### src/rtl/pipe_stage_reg_pkg.sv
// Shared pipeline definitions: stage occupancy encodings, default datapath width
// and the instruction field layout carried through the IF/ID/EX/MEM/WB stages.
package pipe_pkg;

  localparam int DATA_WIDTH = 32;

  localparam logic [1:0] ST_EMPTY = 2'd0;
  localparam logic [1:0] ST_ONE   = 2'd1;
  localparam logic [1:0] ST_TWO   = 2'd2;

  localparam int OPCODE_LSB = 0;
  localparam int OPCODE_W   = 7;
  localparam int RD_LSB     = 7;
  localparam int FUNCT3_LSB = 12;
  localparam int RS1_LSB    = 15;
  localparam int RS2_LSB    = 20;
  localparam int FUNCT7_LSB = 25;

  typedef struct packed {
    logic [6:0] funct7;
    logic [4:0] rs2;
    logic [4:0] rs1;
    logic [2:0] funct3;
    logic [4:0] rd;
    logic [6:0] opcode;
  } instr_t;

endpackage

### src/rtl/pipe_data_reg.sv
// WIDTH-bit data register with asynchronous reset to RESET_VAL and a load enable.
module pipe_data_reg
  import pipe_pkg::*;
#(
  parameter int               WIDTH     = DATA_WIDTH,
  parameter logic [WIDTH-1:0] RESET_VAL = {WIDTH{1'b0}}
) (
  input  logic             clk,
  input  logic             rst,
  input  logic             load,
  input  logic [WIDTH-1:0] d,
  output logic [WIDTH-1:0] q
);

  // Payload storage, updated only when load is asserted.
  always_ff @(posedge clk or posedge rst) begin
    if (rst) begin
      q <= RESET_VAL;
    end else if (load) begin
      q <= d;
    end else begin
      q <= q;
    end
  end

endmodule

### src/rtl/pipe_stage_reg.sv
// Pipeline stage register with valid/ready handshake, optional two-entry skid
// buffer and synchronous flush of all held entries.
module pipe_stage_reg
  import pipe_pkg::*;
#(
  parameter int               WIDTH     = DATA_WIDTH,
  parameter logic [WIDTH-1:0] RESET_VAL = {WIDTH{1'b0}},
  parameter bit               SKID      = 1'b1
) (
  input  logic             clk,
  input  logic             rst,
  input  logic             flush,
  input  logic             in_valid,
  output logic             in_ready,
  input  logic [WIDTH-1:0] in_data,
  output logic             out_valid,
  input  logic             out_ready,
  output logic [WIDTH-1:0] out_data,
  output logic [1:0]       occupancy
);

  logic [1:0]       state_r;
  logic [1:0]       state_nxt_s;
  logic             valid_r;
  logic             rdy_r;
  logic             in_xfer_s;
  logic             out_xfer_s;
  logic             main_load_s;
  logic             main_from_skid_s;
  logic             skid_load_s;
  logic [WIDTH-1:0] main_d_s;
  logic [WIDTH-1:0] skid_q_s;

  // rdy_r is low through reset and low in TWO; without a skid entry the
  // downstream ready must pass straight through so a full stage can still refill.
  assign in_ready   = rdy_r & ~flush & (SKID ? 1'b1 : (~valid_r | out_ready));
  assign in_xfer_s  = in_valid & in_ready;
  assign out_xfer_s = valid_r & out_ready;

  // Next-state and data-register load decode.
  always_comb begin
    state_nxt_s      = state_r;
    main_load_s      = 1'b0;
    main_from_skid_s = 1'b0;
    skid_load_s      = 1'b0;
    if (flush) begin
      state_nxt_s = ST_EMPTY;
    end else begin
      case (state_r)
        ST_EMPTY: begin
          if (in_xfer_s) begin
            state_nxt_s = ST_ONE;
            main_load_s = 1'b1;
          end else begin
            state_nxt_s = ST_EMPTY;
          end
        end
        ST_ONE: begin
          if (in_xfer_s && out_xfer_s) begin
            state_nxt_s = ST_ONE;
            main_load_s = 1'b1;
          end else if (in_xfer_s) begin
            state_nxt_s = ST_TWO;
            skid_load_s = 1'b1;
          end else if (out_xfer_s) begin
            state_nxt_s = ST_EMPTY;
          end else begin
            state_nxt_s = ST_ONE;
          end
        end
        ST_TWO: begin
          if (out_xfer_s) begin
            state_nxt_s      = ST_ONE;
            main_load_s      = 1'b1;
            main_from_skid_s = 1'b1;
          end else begin
            state_nxt_s = ST_TWO;
          end
        end
        default: begin
          state_nxt_s = ST_EMPTY;
        end
      endcase
    end
  end

  // Control FSM with registered valid, occupancy and ready.
  always_ff @(posedge clk or posedge rst) begin
    if (rst) begin
      state_r <= ST_EMPTY;
      valid_r <= 1'b0;
      rdy_r   <= 1'b0;
    end else begin
      state_r <= state_nxt_s;
      valid_r <= (state_nxt_s != ST_EMPTY);
      rdy_r   <= (state_nxt_s != ST_TWO);
    end
  end

  assign main_d_s  = main_from_skid_s ? skid_q_s : in_data;
  assign out_valid = valid_r;
  assign occupancy = state_r;

  pipe_data_reg #(
    .WIDTH     (WIDTH),
    .RESET_VAL (RESET_VAL)
  ) u_main (
    .clk  (clk),
    .rst  (rst),
    .load (main_load_s),
    .d    (main_d_s),
    .q    (out_data)
  );

  generate
    if (SKID) begin : g_skid
      pipe_data_reg #(
        .WIDTH     (WIDTH),
        .RESET_VAL (RESET_VAL)
      ) u_skid (
        .clk  (clk),
        .rst  (rst),
        .load (skid_load_s),
        .d    (in_data),
        .q    (skid_q_s)
      );
    end else begin : g_no_skid
      logic unused_skid_load_s;
      assign unused_skid_load_s = skid_load_s;
      assign skid_q_s           = RESET_VAL;
    end
  endgenerate

endmodule
### config.mk
export PLATFORM = sky130hd
export DESIGN_NAME = pipe_stage_reg
export DESIGN_NICKNAME = d
export VERILOG_FILES = /design/src/rtl/pipe_stage_reg_pkg.sv /design/src/rtl/pipe_data_reg.sv /design/src/rtl/pipe_stage_reg.sv
export SDC_FILE = /design/constraint.sdc
export NUM_CORES = 1
export LEC_CHECK = 0
export CAP_MARGIN = 20
export CORE_ASPECT_RATIO = 1.1
export CORE_MARGIN = 2
export CORE_UTILIZATION = 54
export DETAILED_ROUTE_END_ITERATION = 7
export GPL_ROUTABILITY_DRIVEN = 0
export PLACE_DENSITY = 0.87
export SLEW_MARGIN = 10
export SYNTH_ARGS = -nofsm -noshare
export SYNTH_HDL_FRONTEND = slang
export SYNTH_SLANG_ARGS = --single-unit
### constraint.sdc
create_clock -name clk -period 5.8 [get_ports clk]
set_clock_uncertainty 0.1 [all_clocks]
set_input_delay 0.87 -clock clk [delete_from_list [all_inputs] [get_ports clk]]
set_output_delay 0.87 -clock clk [all_outputs]
set_load 0.01 [all_outputs]
==> results of run 1 <==
[power groups by stage]
stage / clock, mW / combinational (mW) / sequential [mW]
4_1_cts: 0.401 / 0.342 / 0.659
2_1_floorplan: 0 / 0.143 / 0.680
3_5_place_dp: 0 / 0.340 / 0.667
6_report: 0.389 / 0.336 / 0.657
3_3_place_gp: 0 / 0.330 / 0.660
5_1_grt: 0.423 / 0.360 / 0.675
[cells in the final DEF (no fill, tap or decap), drive strengths merged]
cell / count
clkdlybuf4s50: 72
nor2b: 1
a21oi: 2
nand2b: 1
nor3: 1
mux2: 96
bufinv: 1
dfrtp: 68
clkinv: 2
nand3: 1
ha: 2
clkinvlp: 1
buf: 2
nand4bb: 1
o21bai: 2
and2: 1
a21o: 1
clkbuf: 12
inv: 3
nand2: 5
nor3b: 2
[cell families (layout without fill, tap and decap cells)]
group,count (synthesis),count (layout),synth area share [%]
multiplexers,96,96,37.93
flip-flops,68,68,54.08
AND/OR/NAND/NOR,13,13,3.420
buffers and inverters,12,93,2.624
AO/OA/AOI/OAI,5,5,1.153
adder cells (fa/ha/maj),2,2,0.7951
[cell usage after synthesis, types with 2 or more instances]
master and count:
mux2_2 66, nand2_1 5, buf_2 3, ha_1 2
mux2_4 30, dfrtp_1 68, a21oi_1 2, inv_1 3
buf_6 3, buf_4 3
[layout make-up]
class | count | area [sq um] | area share (%)
tap | 77 | 96.34 | 2.336
timing repair buffer | 74 | 735.7 | 17.84
clock inverter | 4 | 47.55 | 1.153
multi-input combinational | 116 | 1376 | 33.37
inverter | 3 | 11.26 | 0.2731
sequential | 68 | 1702 | 41.26
clock buffer | 12 | 155.1 | 3.762
[metal layers]
layer	global-route usage, %	share of wire [%]	vias to the layer above
li1	-	-	847
met1	24.40	44	931
met2	30.54	50	46
met3	4.437	4.3	12
met4	10.41	2.3	0
met5	0	0	-
[sequential cells by signal (all words and copies together), names as in the netlist]
signal	cells
out_valid	1
rdy_r	1
occupancy	2
g_skid.u_skid.q	32
u_main.q	32
[final timing paths]
path,slack [ns],cells past startpoint,end
worst max-delay path,2.52,8,g_skid.u_skid.q[0]
worst min-delay path,0.40,1,u_main.q[29]
worst max register to register,3.30,7,g_skid.u_skid.q[0]
worst min register to register,0.40,1,u_main.q[29]
max in group asynchronous,4.05,3,u_main.q[13]
min in group asynchronous,0.99,3,g_skid.u_skid.q[16]
[metrics by stage]
stage / util [%] / instances / hold slack [ns]
final: 72.39 / 354 / 0.4042
after global routing: 72.39 / 354 / 0.4199
after CTS: 72.39 / 354 / 0.4086
after detailed placement: 68.83 / 338 / 0.3927
after global placement: 68.83 / 338 / 0.3856
after floorplan: - / 196 / 0.3767
[critical path: stages]
cell             delay (ns)
clkdlybuf4s50_1        0.56
nor2b_1                0.21
and2_1                 0.18
ha_1                   0.15
nand2_1                0.08
nor3_4                 0.57
buf_4                  0.41
mux2_2                 0.37
==> results.md, run 1 <==
- Diode count: 0
- Syn Area/Cell: approximately 16 sq um
- Final Hold Fails: 0
- First drt pass iteration count: 4
- Relative slew slack: between 30 and 40%
- Root buffer cell: clkbuf_8
- Synth Register Bits: 68
- Critical register-to-register path startpoint: rdy_r
- Area after DPL: 3921 sq um
- DRC Markers: 0
- Pin count of the biggest net entering global routing: 69
- Initial antenna violation count: 0
- Core Area: around 5700 sq um
- CTS H-tree depth: 3
- Clock group share of total power: 28.1%
- Worst Tran Pin Value: ~0.94 ns
- Synth-to-layout area growth: 31.05%
- Most used flip-flop cell after synthesis: dfrtp_1
- Drt total wl: between 5000 and 6000 um
- Peak VDD IR: 0.2381 mV
- Fill count: 406
- Routed WL per cell: roughly 16 um
- Synth top area share: 54.08%
- Worst Path Required: 5.92 ns
- First-pass GRT wire length: between 9000 and 10000 um
- Internal power: ~1.0 mW
- Mapped Cells: just under 200
- Setup TNS: 0 ns
- Final min period: between 3 and 4 ns
- DIE AREA: approximately 6500 sq um
- Total CTS buffers: 9
- Vias in the first global route: about 2.0k
- Synth top area cells: dfrtp_1 54%, mux2_2 24%, mux2_4 14%
- Clock Latency Late Sink: 0.34 ns
- CP max FO: 20
- Layout cells sized above 1: 42.96%
- Port Buffer Count: between 70 and 80
- FMAX: 0.3050 GHz
- Power Density: about 340 nW/um^2
- Static Leak: between 1.5 and 2 nW
- Clock sink total: 68
- Total power: about 1.4 mW
- Final Setup Violations: 0
- Reg clk slew, reported paths: 0.07 ns
- Die height: around 84 um
- Ports: between 70 and 80
- Dpl hpwl: ~3600 um
- Max-Cap Viols: 0
- Hold wc startpoint: u_main.q[29]
- Psw: ~340 uW
- DRT iter0 DRCs: 120
- Startpoint Class: primary input
- Starting Density: 55.24%
- Critical Path Start: flush
- Vias per cell: slightly above 5
- Die width: 76.79 um
- Pre-CTS WS: approximately 2.2 ns
- Post-route ant nets: 0
- Total gr overflow: 0
- Post-route setup slack: around 2.5 ns
- RSZ-0062 raised after global routing: no
- Syn_nets: around 240
- Post-CTS Resized: 0
- Status: finished, final reports clean
- Unique cell type count in the Yosys netlist: 21
- Final Instance Area: around 4100 sq um
- Kind of critical path: in2reg
- Number of post-CTS setup repair buffers: 0
- Worst min path class: reg2reg
- Final worst-path cycle share: approximately 57%
- Post-synthesis sequential area ratio: around 54%
- TritonCTS clock tree: built
- Asr flop ratio synth: 100.0%
- EDFF count, synth: 0
- Switching share of power: roughly a quarter
- Row cnt: 29
- Max Buffers Root-to-Sink: 2
- Critical Path Sink Type: flip-flop
- WP data arrival: approximately 3.4 ns
- Yosys warns: 0
- Final nets: 311
- Combinational Power Share: around a quarter
- Post-synth top area cell: dfrtp_1
- Final Max Slew Viols: 0
- Sequential share of power: a little under half
- CTS Hold Bufs: 0
- Vias: about 1.8k
- GRT Overall Usage: about 19%
- Synthesized cell area: roughly 3100 sq um
No activity file was read; power rests on OpenSTA's default activity.
==> run 2: changes to the inputs <==
--- a/config.mk
+++ b/config.mk
@@ -8,10 +8,10 @@
 export CAP_MARGIN = 20
 export CORE_ASPECT_RATIO = 1.1
 export CORE_MARGIN = 2
-export CORE_UTILIZATION = 54
+export CORE_UTILIZATION = 45
 export DETAILED_ROUTE_END_ITERATION = 7
 export GPL_ROUTABILITY_DRIVEN = 0
-export PLACE_DENSITY = 0.87
+export PLACE_DENSITY = 0.78
 export SLEW_MARGIN = 10
 export SYNTH_ARGS = -nofsm -noshare
 export SYNTH_HDL_FRONTEND = slang
==> constraint.sdc (replaced) <==
create_clock -name clk -period 2.8 [get_ports clk]
set_clock_uncertainty 0.1 [all_clocks]
set_input_delay 0.42 -clock clk [delete_from_list [all_inputs] [get_ports clk]]
set_output_delay 0.42 -clock clk [all_outputs]
set_load 0.01 [all_outputs]
==> results.md, run 2 (synthesis results as in run 1) <==
- Ports: 73 (unchanged)
- Die width: 83.73 um (+9.0%)
- Final Setup Violations: 0 (unchanged)
- Final min period: ~2.1 ns
- Commonest cells after routing, fill and taps aside: 72 x clkdlybuf4s50_1, 68 x dfrtp_1, 66 x mux2_2
- CTS H-tree depth: 3 (unchanged)
- Worst reg2reg path depth: 8 (+1)
- Reg clk slew, reported paths: 0.07 ns (about the same)
- Diode count: 0 (unchanged)
- DRT iter0 DRCs: 43 (-64%)
- Max Buffers Root-to-Sink: 2 (unchanged)
- Most common cell after layout, fill and taps aside: clkdlybuf4s50_1
- Status: finished, final reports clean
- Pre-CTS WS: 0.3294 ns (-1.832 ns)
- Fill count: 516 (+27%)
- Worst min path class: reg2reg
- First-pass GRT wire length: 9252 um (-3.3%)
- Post-route ant nets: 0 (unchanged)
- Pin count of the biggest net entering global routing: 37 (-46%)
- CP cell instances: clkdlybuf4s50_1 > nand2_1 > inv_1 > ha_1 > nand2_1 > a21oi_1 > o21bai_4 > buf_12 > mux2_2
- Critical Path Sink Type: flip-flop
- Clock sink total: 68 (unchanged)
- Final Max Slew Viols: 0 (unchanged)
- Final hold slack: 0.4037 ns (-0.0005110 ns)
- Worst Tran Pin Value: 0.7055 ns (-0.2394 ns)
- Die height: 91.71 um (+9.1%)
- Dpl hpwl: 3819 um (+5.3%)
- Core Util, Final: 63.05% (-9.3 points)
- Port Buffer Count: 72 (unchanged)
- Final worst-path cycle share: around three quarters
- CP max FO: 32 (+60%)
- Initial antenna violation count: 0 (unchanged)
- Relative slew slack: 52.90% (+16 points)
- Routed WL per cell: 15.52 um (-0.20%)
- TritonCTS clock tree: built
- Starting Density: 47.17% (-8.1 points)
- Switching share of power: 24.32% (-0.27 points)
- Total CTS buffers: 9 (unchanged)
- Peak VDD IR: 0.3660 mV (+54%)
- Hold Path Depth: 1 (unchanged)
- Clock Latency Late Sink: 0.33 ns (about the same)
- RSZ-0062 raised after global routing: no
- GRT Overall Usage: 15.50% (-3.7 points)
- Kind of critical path: in2reg
- FMAX: roughly 0.48 GHz
- WP data arrival: 2.22 ns (-1.18 ns)
- Combinational Power Share: 23.9% (-0.4 points)
- Startpoint Class: primary input
- Internal power: 2.229 mW (+110%)
- Post-CTS Resized: 0 (unchanged)
- Area of the multi-input gates: 1376 sq um (unchanged)
- Psw: 716.3 uW (+110%)
- Worst Path Required: 2.92 ns (-3.00 ns)
- DRC Markers: 0 (unchanged)
- Vias per cell: 4.981 (-4.0%)
- Critical-path top delay cell: clkdlybuf4s50_1
- Static Leak: 1.943 nW (+2.3%)
- DIE AREA: 7678 sq um (+19%)
- Synth-to-layout area growth: 33.68%
- Core Area: 6671 sq um (+17%)
- Vias: 1813 (-1.3%)
- Final nets: 316 (+1.6%)
- Setup TNS: 0 ns (unchanged)
- First drt pass iteration count: 3 (-1)
- Row cnt: 31 (+6.9%)
- Layout cells sized above 1: 43.97% (+1.0 points)
- Max-Cap Viols: 0 (unchanged)
- Sequential share of power: 46.0% (-1.5 points)
- Drt total wl: 5651 um (+2.6%)
- Total gr overflow: 0 (unchanged)
- Clock group share of total power: 30.1% (+2.0 points)
- Final Hold Fails: 0 (unchanged)
- Power Density: 700.1 nW/um^2 (+110%)
- Post-route setup slack: 0.6976 ns (-1.824 ns)
- CTS Hold Bufs: 0 (unchanged)
- Reg-to-Reg End: u_main.q[25]
- Critical path's most frequent cell: nand2_1
- Hold Path Sink: u_main.q[24]
- Register area: 1702 sq um (unchanged)
- Vias in the first global route: 1880 (-3.8%)
- Critical register-to-register path startpoint: rdy_r
- Root buffer cell: clkbuf_8
- Reg2reg setup slack: 0.80 ns (-2.50 ns)
- CP peak stage delay: 0.47 ns (-0.10 ns)
- Hold wc startpoint: u_main.q[24]
- Number of post-CTS setup repair buffers: 0 (unchanged)
## run 2: cell count changes in the layout (fill, tap and decap cells not counted), sizes merged
| cell | delta |
|---|---|
| clkinvlp | -1 |
| clkinv | +1 |
| bufinv | +1 |
| clkbuf | -1 |
| buf | +5 |
## run 2: worst max path at each step
stage / startpoint / endpoint / slack [ns] / cells past startpoint
detailed placement: out_ready / u_main.q[14] / 0.33 / 9
CTS: out_ready / u_main.q[14] / 0.70 / 9
global placement: flush / u_main.q[29] / 0.37 / 7
finish: out_ready / u_main.q[25] / 0.70 / 9
floorplan: rst / g_skid.u_skid.q[0] / 0.57 / 1
global route: flush / g_skid.u_skid.q[11] / 0.62 / 8
## run 2: layout make-up
cell class              count  area share, %
clock buffers              11          3.361
well taps                  82          2.439
multi-input cells         116          32.72
inverters                   3         0.2677
repair buffers             79          18.98
clock inverters             5          1.785
flip-flops and latches     68          40.45
## run 2: metrics by stage
stage | instance area, sq um | total power, mW | cells
2_1_floorplan | 3147 | 1.705 | 196
3_3_place_gp | 3990 | 2.059 | 348
3_5_place_dp | 3990 | 2.092 | 348
4_1_cts | 4207 | 2.989 | 364
5_1_grt | 4207 | 3.103 | 364
6_report | 4207 | 2.945 | 364
## run 2: power by group through the flow
| stage | clock [mW] | combinational, mW | sequential (mW) |
|---|---|---|---|
| final | 0.886 | 0.704 | 1.35 |
| after global routing | 0.960 | 0.755 | 1.39 |
| after CTS | 0.912 | 0.718 | 1.36 |
| after global placement | 0 | 0.696 | 1.36 |
| after floorplan | 0 | 0.295 | 1.41 |
| after detailed placement | 0 | 0.715 | 1.38 |
## run 2: metal layers
| layer | vias up | wire length (um) | track usage (%) |
|---|---|---|---|
| met5 | - | 0 | 0 |
| met2 | 47 | 2728 | 23.93 |
| met1 | 893 | 2487 | 19.60 |
| met3 | 12 | 336 | 5.851 |
| li1 | 861 | - | - |
| met4 | 0 | 99 | 6.452 |
## run 2: critical path, delay by kind of cell
family | cells | cell delay (ns)
AND/OR/NAND/NOR | 2 | 0.24
multiplexers | 1 | 0.36
buffers and inverters | 3 | 0.75
adder cells (fa/ha/maj) | 1 | 0.19
AO/OA/AOI/OAI | 2 | 0.24
==> run 3: changes to the inputs <==
--- a/config.mk
+++ b/config.mk
@@ -8,10 +8,10 @@
 export CAP_MARGIN = 20
 export CORE_ASPECT_RATIO = 1.1
 export CORE_MARGIN = 2
-export CORE_UTILIZATION = 45
+export CORE_UTILIZATION = 50
 export DETAILED_ROUTE_END_ITERATION = 7
 export GPL_ROUTABILITY_DRIVEN = 0
-export PLACE_DENSITY = 0.78
+export PLACE_DENSITY = 0.82
 export SLEW_MARGIN = 10
 export SYNTH_ARGS = -nofsm -noshare
 export SYNTH_HDL_FRONTEND = slang
==> constraint.sdc (replaced) <==
create_clock -name clk -period 2.1 [get_ports clk]
set_clock_uncertainty 0.1 [all_clocks]
set_input_delay 0.315 -clock clk [delete_from_list [all_inputs] [get_ports clk]]
set_output_delay 0.315 -clock clk [all_outputs]
set_load 0.01 [all_outputs]
==> results.md, run 3 (synthesis results as in run 1) <==
- Status: finished, final reports clean
- Final Instance Area: 4337 sq um (+3.1%)
- Delay-heaviest family, CP: buffers and inverters
- Starting Density: 51.43% (+4.3 points)
- Final nets: 325 (+2.8%)
- Max Buffers Root-to-Sink: 2 (unchanged)
- Final min period: between 1.5 and 2 ns
- Max-Cap Viols: 0 (unchanged)
- Pre-CTS WS: -0.2180 ns (-0.5474 ns)
- Total gr overflow: 0 (unchanged)
- CP cell instances: clkdlybuf4s50_1 > nor2b_1 > and2_1 > ha_1 > nand2_1 > a21oi_1 > o21bai_4 > buf_12 > mux2_2
- Initial antenna violation count: 0 (unchanged)
- Worst Tran Pin Value: 0.3582 ns (-0.3473 ns)
- Port Buffer Count: 72 (unchanged)
- Relative slew slack: 76.12% (+23 points)
- Clock sink total: 68 (unchanged)
- FMAX: 0.5052 GHz
- Most common cell after layout, fill and taps aside: clkdlybuf4s50_1
- Synth-to-layout area growth: 37.81%
- DRT iter0 DRCs: 85 (+98%)
- Critical Path Sink Type: flip-flop
- WP depth: 9 (unchanged)
- Post-route ant nets: 0 (unchanged)
- Critical-path top delay cell: clkdlybuf4s50_1
- Vias per cell: 4.968 (-0.26%)
- Clock Latency Late Sink: 0.33 ns (about the same)
- Post-CTS Resized: 0 (unchanged)
- Drt total wl: 5684 um (+0.58%)
- Layout cells sized above 1: 46.05% (+2.1 points)
- CTS H-tree depth: 3 (unchanged)
- Worst reg2reg path depth: 8 (unchanged)
- Met3 wire length: 285 um (-15%)
- Reg-to-Reg End: u_main.q[26]
- Vias: 1843 (+1.7%)
- Dpl hpwl: 3969 um (+3.9%)
- WP data arrival: 2.09 ns (-0.13 ns)
- Pin count of the biggest net entering global routing: 69 (+86%)
- Die width: 79.64 um (-4.9%)
- Core Util, Final: 70.88% (+7.8 points)
- Critical register-to-register path startpoint: rdy_r
- Commonest cells after routing, fill and taps aside: 72 x clkdlybuf4s50_1, 68 x dfrtp_1, 66 x mux2_2
- CTS Hold Bufs: 0 (unchanged)
- Critical Path Start: flush
- CP peak stage delay: 0.48 ns (about the same)
- Root buffer cell: clkbuf_8
- First-pass GRT wire length: 9142 um (-1.2%)
- Final worst-path cycle share: 94.25%
- Ports: 73 (unchanged)
- DIE AREA: 6945 sq um (-9.6%)
- Routed WL per cell: 15.32 um (-1.3%)
- DRT met1 WL: 2440 um (-1.9%)
- Critical Path Sink: u_main.q[26]
- Vias in the first global route: 1864 (-0.85%)
- Final Setup Violations: 0 (unchanged)
- GRT Overall Usage: 17.79% (+2.3 points)
- Power Density: 901.3 nW/um^2 (+29%)
- Final Hold Fails: 0 (unchanged)
- Setup TNS: 0 ns (unchanged)
- CP max FO: 20 (-38%)
- Reg clk slew, reported paths: 0.07 ns (about the same)
- DRC Markers: 0 (unchanged)
- Area after DPL: 4121 sq um (+3.3%)
- Total CTS buffers: 9 (unchanged)
- Core Area: 6118 sq um (-8.3%)
- Die height: 87.21 um (-4.9%)
- Reg2reg setup slack: 0.13 ns (-0.67 ns)
- Startpoint Class: primary input
- First drt pass iteration count: 4 (+1)
- Worst min path class: in2async
- RSZ-0062 raised after global routing: no
- Diode count: 0 (unchanged)
- Peak VDD IR: 0.5864 mV (+60%)
- CP Buf/Inv Count: 2 (-1)
- Worst Path Required: 2.21 ns (-0.71 ns)
- Kind of critical path: in2reg
- Detail Route met2 WL: 2862 um (+4.9%)
- Static Leak: 2.002 nW (+3.0%)
- Number of post-CTS setup repair buffers: 0 (unchanged)
- Final Max Slew Viols: 0 (unchanged)
- Uppermost routed layer: met4
- Row cnt: 30 (-3.2%)
- Post-route setup slack: 0.1207 ns (-0.5769 ns)
- TritonCTS clock tree: built
==> run 3: worst register-to-register path: stages, from the launching register on <==
cell	delay, ns
dfrtp_1	0.38
nor2b_1	0.14
and2_1	0.16
ha_1	0.17
nand2_1	0.06
a21oi_1	0.10
o21bai_4	0.19
buf_12	0.20
mux2_2	0.36
==> run 3: how the worst min path moves through the flow <==
stage	start	end	slack, ns	cells past startpoint
after global placement	g_skid.u_skid.q[30]	g_skid.u_skid.q[30]	0.39	1
final	rst	u_main.q[25]	0.33	3
after floorplan	rst	g_skid.u_skid.q[0]	0.37	1
after detailed placement	u_main.q[11]	u_main.q[11]	0.39	1
after CTS	rst	g_skid.u_skid.q[19]	0.35	3
after global routing	rst	u_main.q[20]	0.37	3
==> run 3: final cells by class <==
class	instances	area, sq um
Timing Repair Buffer	88	928.4
Tap cell	80	100.1
Clock inverter	7	91.34
Fill cell	434	1782
Clock buffer	9	123.9
Multi-Input combinational cell	116	1376
Inverter	3	15.01
Sequential cell	68	1702
==> run 3: where the power goes <==
group	switching, mW	internal [mW]	leakage (nW)
sequential	0.168	1.64	0.839
combinational	0.307	0.647	1.05
clock	0.483	0.664	0.109
total	0.958	2.95	2.00
==> run 3: through the flow <==
step	hold WS, ns	cells	power, mW
6_report	0.3272	371	3.908
2_1_floorplan	0.3667	196	2.273
4_1_cts	0.3462	371	3.964
3_3_place_gp	0.3866	355	2.756
5_1_grt	0.3737	371	4.118
3_5_place_dp	0.3937	355	2.803
==> run 3: metal layers <==
metal	up-vias	global-route usage [%]
met5	-	0
met4	0	7.994
met3	11	5.705
met2	45	27.65
met1	911	22.83
li1	876	-
